### src/rtl/spi_master_ctrl.sv
// SPI mode-0 initiator for single-byte ADI register transactions (16-bit instruction + 8 data bits).
// One request per frame; all pins and status outputs come straight from flops.
module spi_master_ctrl #(
    parameter int unsigned ADDR_SIZE = 13,
    parameter int unsigned DATA_SIZE = 8,
    parameter int unsigned CLK_DIV   = 4
) (
    input  logic                 I_clk,
    input  logic                 I_rst,
    input  logic                 I_start,
    input  logic                 I_rw,
    input  logic [ADDR_SIZE-1:0] I_addr,
    input  logic [DATA_SIZE-1:0] I_wdata,
    output logic [DATA_SIZE-1:0] O_rdata,
    output logic                 O_busy,
    output logic                 O_done,
    output logic                 O_sclk,
    output logic                 _O_csb,
    output logic                 O_sdo,
    input  logic                 I_sdi
);

    localparam int unsigned FrameW = 16 + DATA_SIZE;
    localparam int unsigned BitW   = $clog2(FrameW);
    localparam int unsigned CntW   = (CLK_DIV > 1) ? $clog2(CLK_DIV) : 1;

    typedef enum logic [2:0] {StIdle, StSetup, StShift, StHold, StGap} state_e;

    state_e                 state_q, state_d;
    logic [CntW-1:0]        cnt_q, cnt_d;
    logic [BitW-1:0]        bit_q, bit_d;
    logic [FrameW-1:0]      tx_q, tx_d;
    logic [DATA_SIZE-1:0]   rx_q, rx_d;
    logic [DATA_SIZE-1:0]   rdata_q, rdata_d;
    logic                   rw_q, rw_d;
    logic                   sclk_q, sclk_d;
    logic                   csb_q, csb_d;
    logic                   sdo_q, sdo_d;
    logic                   busy_q, busy_d;
    logic                   done_q, done_d;
    logic                   cnt_last;
    logic [FrameW-1:0]      frame;

    assign cnt_last = (cnt_q == CntW'(CLK_DIV - 1));
    // Reads send zeros in the data slot; the address is zero-extended to 13 bits.
    assign frame = {I_rw, 2'b00, 13'(I_addr), (I_rw ? {DATA_SIZE{1'b0}} : I_wdata)};

    always_comb begin
        state_d = state_q;
        cnt_d   = cnt_q;
        bit_d   = bit_q;
        tx_d    = tx_q;
        rx_d    = rx_q;
        rdata_d = rdata_q;
        rw_d    = rw_q;
        sclk_d  = sclk_q;
        csb_d   = csb_q;
        sdo_d   = sdo_q;
        busy_d  = busy_q;
        done_d  = 1'b0;

        unique case (state_q)
            StIdle: begin
                if (I_start) begin
                    state_d = StSetup;
                    cnt_d   = '0;
                    tx_d    = frame;
                    rx_d    = '0;
                    rw_d    = I_rw;
                    sclk_d  = 1'b0;
                    csb_d   = 1'b0;
                    sdo_d   = frame[FrameW-1];
                    busy_d  = 1'b1;
                end
            end
            StSetup: begin
                if (cnt_last) begin
                    state_d = StShift;
                    cnt_d   = '0;
                    bit_d   = BitW'(FrameW - 1);
                end else begin
                    cnt_d = cnt_q + CntW'(1);
                end
            end
            StShift: begin
                if (cnt_last) begin
                    cnt_d = '0;
                    if (!sclk_q) begin
                        sclk_d = 1'b1;
                        // Only the data slot of a read carries slave data.
                        if (rw_q && (bit_q < BitW'(DATA_SIZE))) begin
                            rx_d = {rx_q[DATA_SIZE-2:0], I_sdi};
                        end
                    end else if (bit_q == '0) begin
                        state_d = StHold;
                        sclk_d  = 1'b0;
                        sdo_d   = 1'b0;
                    end else begin
                        sclk_d = 1'b0;
                        bit_d  = bit_q - BitW'(1);
                        tx_d   = {tx_q[FrameW-2:0], tx_q[FrameW-1]};
                        sdo_d  = tx_d[FrameW-1];
                    end
                end else begin
                    cnt_d = cnt_q + CntW'(1);
                end
            end
            StHold: begin
                if (cnt_last) begin
                    state_d = StGap;
                    cnt_d   = '0;
                    csb_d   = 1'b1;
                    sdo_d   = 1'b0;
                end else begin
                    cnt_d = cnt_q + CntW'(1);
                end
            end
            StGap: begin
                if (cnt_last) begin
                    state_d = StIdle;
                    cnt_d   = '0;
                    busy_d  = 1'b0;
                    done_d  = 1'b1;
                    if (rw_q) begin
                        rdata_d = rx_q;
                    end
                end else begin
                    cnt_d = cnt_q + CntW'(1);
                end
            end
            default: begin
                state_d = StIdle;
            end
        endcase
    end

    always_ff @(posedge I_clk) begin
        if (I_rst) begin
            state_q <= StIdle;
            cnt_q   <= '0;
            bit_q   <= '0;
            tx_q    <= '0;
            rx_q    <= '0;
            rdata_q <= '0;
            rw_q    <= 1'b0;
            sclk_q  <= 1'b0;
            csb_q   <= 1'b1;
            sdo_q   <= 1'b0;
            busy_q  <= 1'b0;
            done_q  <= 1'b0;
        end else begin
            state_q <= state_d;
            cnt_q   <= cnt_d;
            bit_q   <= bit_d;
            tx_q    <= tx_d;
            rx_q    <= rx_d;
            rdata_q <= rdata_d;
            rw_q    <= rw_d;
            sclk_q  <= sclk_d;
            csb_q   <= csb_d;
            sdo_q   <= sdo_d;
            busy_q  <= busy_d;
            done_q  <= done_d;
        end
    end

    assign O_rdata = rdata_q;
    assign O_busy  = busy_q;
    assign O_done  = done_q;
    assign O_sclk  = sclk_q;
    assign _O_csb  = csb_q;
    assign O_sdo   = sdo_q;

endmodule

### config.mk
export PLATFORM = sky130hd
export DESIGN_NAME = spi_master_ctrl
export DESIGN_NICKNAME = d
export VERILOG_FILES = /design/src/rtl/spi_master_ctrl.sv
export SDC_FILE = /design/constraint.sdc
export NUM_CORES = 1
export LEC_CHECK = 0
export CORE_ASPECT_RATIO = 0.6
export CORE_MARGIN = 2
export CORE_UTILIZATION = 45
export CTS_BUF_LIST = sky130_fd_sc_hd__clkbuf_4 sky130_fd_sc_hd__clkbuf_8
export DETAILED_ROUTE_END_ITERATION = 10
export GPL_TIMING_DRIVEN = 0
export HOLD_SLACK_MARGIN = 0.03
export PLACE_DENSITY = 0.7
export SYNTH_ARGS = -nofsm -noshare
export SYNTH_HDL_FRONTEND = slang
export SYNTH_SLANG_ARGS = --single-unit
### constraint.sdc
create_clock -name I_clk -period 4.45 [get_ports I_clk]
set_clock_uncertainty 0.05 [all_clocks]
set_input_delay 0.89 -clock I_clk [delete_from_list [all_inputs] [get_ports I_clk]]
set_output_delay 0.89 -clock I_clk [all_outputs]
set_load 0.05 [all_outputs]
==> key figures, run 1 <==
Drt
  – Max Used Layer: met4
  – Vias: 2246
  – Iteration count of the initial detailed-routing pass: 4
  – Wire length on met1: 3290 um
  – Routed WL: 6190 um
  – Met3 WL: 387 um
  – DR WL met2: 2470 um
  – Drt first-iter violations: 124
  – DRC viols: 0
  – Avg WL per Cell: 15.3 um
  – Vias per cell: 5.56
  – ANT nets after route: 0

STA
  – Slew HR: 0.483
  – Fmax: 412 MHz
  – Minimum clock period: 2430 ps
  – Max Slew Vio Count: 0
  – Crit share post-route: 0.546
  – Slew @ Worst Pin: 771 ps
  – RSZ-0062 raised after global routing: no
  – Hold Fails Final Rpt: 0
  – TNS Setup: 0 ps
  – Finish-stage setup viols: 0

Critical path
  – Setup crit end kind: primary output
  – Worst path slowest cell: clkdlybuf4s50_1
  – Required time of the critical path: 3510 ps
  – Crit-path max FO: 3
  – Setup crit start kind: flip-flop
  – Critical path type: reg2out
  – CP cell instances: clkdlybuf4s50_1
  – Worst path buffer plus inverter count: 1
  – Crit-path leading delay family: buffers and inverters
  – Max stage delay on crit path: 810 ps
  – CP arrival: 1490 ps

CTS
  – Root Driver: clkbuf_8
  – Total CTS buffers: 5
  – Clock Latency Late Sink: 310 ps
  – CTS tree: done
  – Clock-pin transition on the worst setup and hold timing paths: 100 ps
  – Postcts setup bufs: 0
  – H-tree level count: 2
  – Clk sinks: 56
  – Gates resized, CTS repair: 0
  – Clock Tree Buf Depth: 2
  – # hold bufs at CTS: 0

Die
  – Rows: 21
  – Die ar.: 0.00654 mm^2
  – Total core area: 0.00562 mm^2
  – DIE HEIGHT: 63.5 um
  – Initial Util: 0.472
  – IO Count: 39
  – Die W: 103 um

Global route
  – Antenna violations before repair: 0
  – Pin count of the biggest net entering global routing: 18
  – Total grt overflow: 0
  – GRT Total Usage: 0.200
  – First-pass GRT wire length: 10300 um
  – Vias in the first global route: 2104

Yosys
  – Syn Nets: 306
  – Cell Area, Synth: 0.00265 mm^2
  – Yosys top cell by area: dfxtp_1
  – EDFF count, synth: 0
  – Cells after Synth: 278
  – Count of different cell masters after synthesis: 47
  – Seq cells post-synth: 56
  – Main synth FF type: dfxtp_1
  – Synth warn: 0
  – Async SR Flop Fraction: 0
  – Yosys top cell area share: 0.423
  – Average size of a mapped cell: 9.54 um^2
  – Seq/Total Area, Yosys: 0.423
  – Top post-synthesis cells by area: dfxtp_1 (42%), mux2i_1 (9.4%), a211oi_2 (9.0%)

Layout
  – Post-Layout Inst Area: 0.00325 mm^2
  – Antenna diode count: 0
  – Fill cells: 531
  – Share of layout cells above drive strength 1: 0.151
  – Area delta synth->final: 22.7%
  – Commonest non-fill, non-tap cell in the layout: dfxtp_1
  – Final net count: 351
  – Leading cell types in the layout, fill and taps excluded: dfxtp_1 (56), a21oi_1 (41), clkdlybuf4s50_1 (38)

Pwr
  – Leak: 1.21 nW
  – Peak VDD IR: 0.000151 V
  – Pwr dens: 318 mW/mm^2

Placed design
  – GPL Wtd Cong: 0.883
  – HPWL Detailed: 4480 um
  – Post-placement cell area: 0.00313 mm^2
  – Port bufs: 38

Worst hold path
  – Worst min path class: reg2reg

Flow run
  – Max-cap violations: 0

Status
  – Status: completed
==> final timing paths <==
path                          from                    to  slack (ps)  cells after the start
max            O_busy$_SDFFE_PP0P_                O_busy        2020                      1
min reg2reg   rx_q[5]$_SDFFE_PP0P_  rx_q[6]$_SDFFE_PP0P_         430                      2
max reg2reg  cnt_q[0]$_SDFFE_PP0P_  rx_q[2]$_SDFFE_PP0P_        2470                      6
min           rx_q[5]$_SDFFE_PP0P_  rx_q[6]$_SDFFE_PP0P_         430                      2
==> report_power, final <==
| part | internal (mW) | total (mW) | switching (mW) |
|---|---|---|---|
| registers | 0.524 | 0.537 | 0.0131 |
| logic | 0.0648 | 0.145 | 0.0803 |
| clock network | 0.184 | 0.353 | 0.169 |
==> metal layers <==
layer  global-route usage  vias to the layer above
li1                     -                     1115
met1                0.315                     1072
met2                0.269                       53
met3               0.0522                        6
met4               0.0411                        0
met5                    0                        -
==> metrics by stage <==
step	utilization	cells	worst slack (ps)	hold slack (ps)	power [mW]
5_1_grt	0.579	404	1950	453	1.08
6_report	0.579	404	2020	427	1.03
3_3_place_gp	0.557	396	1790	403	0.689
2_1_floorplan	-	278	2630	390	0.641
3_5_place_dp	0.557	396	1760	408	0.693
4_1_cts	0.579	404	1990	426	1.05
==> final cells by class <==
type                    instances  area (um^2)  area share
multi-input cells             195         1400       0.431
flip-flops and latches         56         1120       0.344
repair buffers                 38          380       0.117
plain buffers                  24          118      0.0361
well taps                      80          100      0.0308
clock buffers                   6         82.6      0.0254
clock inverters                 2         38.8      0.0119
inverters                       3         11.3     0.00346
==> state kept, by name, indices dropped and copies added, names as in the netlist <==
register  count
tx_q         24
O_rdata       8
O_done        1
rx_q          8
O_sdo         1
O_busy        1
bit_q         5
cnt_q         2
_O_csb        1
rw_q          1
O_sclk        1
state_q       3
==> cell families after synthesis <==
group	share of synthesized area
compound gates	0.276
simple gates	0.138
flops	0.423
buf+inv	0.0486
mux	0.0986
xor+xnor	0.00660
fa+ha+maj	0.00943
==> Yosys cell counts (2+ instances only) <==
cell      instances
nor2_1           21
a211oi_2         19
inv_1             2
nand3b_1          5
nor2_2            2
clkbuf_1         10
mux2i_1          25
nand2b_1          2
o31ai_1           9
a311oi_1          2
nand2_1          12
dfxtp_1          56
or2_2             2
a211oi_1          4
a21oi_1          41
buf_1             2
nor3b_1           3
a22oi_1          10
ha_1              2
nor2b_1           3
o21ai_0           5
buf_2             9
nand3_1           5
nor3_1            3
buf_6             2
(Power assumes the default switching activity.)
==> inputs of run 2 (changes only) <==
--- a/config.mk
+++ b/config.mk
@@ -12,7 +12,7 @@
 export DETAILED_ROUTE_END_ITERATION = 10
 export GPL_TIMING_DRIVEN = 0
 export HOLD_SLACK_MARGIN = 0.03
-export PLACE_DENSITY = 0.7
+export PLACE_DENSITY = 0.73
 export SYNTH_ARGS = -nofsm -noshare
 export SYNTH_HDL_FRONTEND = slang
 export SYNTH_SLANG_ARGS = --single-unit
==> constraint.sdc (replaced) <==
create_clock -name I_clk -period 2 [get_ports I_clk]
set_clock_uncertainty 0.05 [all_clocks]
set_input_delay 0.4 -clock I_clk [delete_from_list [all_inputs] [get_ports I_clk]]
set_output_delay 0.4 -clock I_clk [all_outputs]
set_load 0.05 [all_outputs]
==> run 2 against run 1 <==
Against the previous run: non-clock buffer count is the same; largest cell class unchanged; die area is the same; highest routed layer unchanged; count of clock-buffer cells in the layout shrank 1; critical path type unchanged; largest power group unchanged; combinational power grew 130%; worst hold slack is essentially flat.
==> key figures, run 2 (synthesis results as in run 1) <==
Status
  – Status: completed

Die
  – Rows: 21
  – Initial Util: 0.472
  – IO Count: 39
  – Total core area: 0.00562 mm^2
  – Die W: 103 um
  – DIE HEIGHT: 63.5 um
  – Die ar.: 0.00654 mm^2

Placed design
  – HPWL Detailed: 4480 um
  – GPL Wtd Cong: 0.837
  – Post-Place Setup Slack: -183 ps
  – Port bufs: 38
  – Cells after DPL: 396

Drt
  – DRC viols: 0
  – ANT nets after route: 0
  – Iteration count of the initial detailed-routing pass: 4
  – Avg WL per Cell: 15.3 um
  – Routed WL: 6170 um
  – Vias: 2263
  – Drt first-iter violations: 177
  – Vias per cell: 5.60

Layout
  – Area delta synth->final: 22.1%
  – Antenna diode count: 0
  – Finished Layout Cells: 404
  – Max FFs per register: 24
  – Commonest non-fill, non-tap cell in the layout: dfxtp_1
  – Most flop-heavy register: tx_q
  – Final net count: 351
  – Leading cell types in the layout, fill and taps excluded: dfxtp_1 (56), a21oi_1 (41), clkdlybuf4s50_1 (38)
  – Share of layout cells above drive strength 1: 0.164

Pwr
  – Peak VDD IR: 0.000389 V
  – Leak: 1.20 nW
  – Pwr dens: 665 mW/mm^2

CTS
  – Gates resized, CTS repair: 0
  – CTS tree: done
  – Clk sinks: 56
  – Clock Latency Late Sink: 310 ps
  – H-tree level count: 2
  – Postcts setup bufs: 0
  – Clock Tree Buf Depth: 2
  – # hold bufs at CTS: 0
  – Root Driver: clkbuf_8
  – Clock-pin transition on the worst setup and hold timing paths: 100 ps
  – Total CTS buffers: 5

Critical path
  – Worst path buffer plus inverter count: 1
  – Max stage delay on crit path: 810 ps
  – CP cell instances: clkdlybuf4s50_1
  – Levels on crit path: 1
  – Crit-path leading delay family: buffers and inverters
  – Worst R2R Path Depth: 5
  – Setup crit end kind: primary output
  – Worst path slowest cell: clkdlybuf4s50_1
  – Required time of the critical path: 1550 ps
  – CP arrival: 1480 ps
  – Setup crit start kind: flip-flop
  – Crit-path max FO: 2
  – Critical path type: reg2out

Global route
  – Pin count of the biggest net entering global routing: 19
  – Total grt overflow: 0
  – Antenna violations before repair: 0
  – Vias in the first global route: 2165
  – GRT Total Usage: 0.201
  – First-pass GRT wire length: 10500 um

STA
  – Slew HR: 0.518
  – RSZ-0062 raised after global routing: no
  – Fmax: 518 MHz
  – Finish-stage setup viols: 0
  – Minimum clock period: 1930 ps
  – Final WS setup: 68.1 ps
  – Crit share post-route: 0.966
  – Max Slew Vio Count: 0
  – Slew @ Worst Pin: 723 ps
  – Hold Fails Final Rpt: 0

Worst hold path
  – Worst min path class: reg2reg
  – Hold depth: 2

Flow run
  – Max-cap violations: 0
run 2: area by class of cell:
class	count	area, um^2
multi-input cells	195	1420
inverters	3	11.3
fillers	538	2380
flip-flops and latches	56	1120
clock inverters	3	21.3
clock buffers	5	68.8
repair buffers	38	380
well taps	80	100
plain buffers	24	119
run 2: final timing paths:
kind	from	to	slack, ps
hold / removal	O_sdo$_SDFFE_PP0P_	O_sdo$_SDFFE_PP0P_	430
setup reg to reg	O_sclk$_SDFFE_PP0P_	rx_q[2]$_SDFFE_PP0P_	150
setup / recovery	O_sclk$_SDFFE_PP0P_	O_sclk	70
hold reg to reg	O_sdo$_SDFFE_PP0P_	O_sdo$_SDFFE_PP0P_	430
run 2: metrics by stage:
| step | utilization | TNS (ps) | power [mW] | area [um^2] | hold WS, ps |
|---|---|---|---|---|---|
| after floorplan | - | 0 | 1.43 | 2650 | 390 |
| after global placement | 0.557 | -2300 | 1.53 | 3130 | 401 |
| after detailed placement | 0.557 | -3010 | 1.54 | 3130 | 408 |
| after CTS | 0.573 | 0 | 2.16 | 3220 | 428 |
| after global routing | 0.576 | 0 | 2.25 | 3240 | 442 |
| final | 0.576 | 0 | 2.15 | 3240 | 427 |
run 2: routing by layer:
layer	vias to the layer above	GRT usage	share of wire	wire length, um
li1	1120	-	-	-
met2	56	0.282	0.40	2490
met3	3	0.0377	0.062	381
met1	1084	0.320	0.53	3290
met5	-	0	0	0
met4	0	0.0313	0.0028	17
run 2: power by group:
| group | internal [mW] | switching (mW) | leakage (nW) |
|---|---|---|---|
| sequential | 1.16 | 0.0282 | 0.457 |
| clock | 0.250 | 0.384 | 0.0445 |
| combinational | 0.145 | 0.182 | 0.696 |
| total | 1.56 | 0.594 | 1.20 |
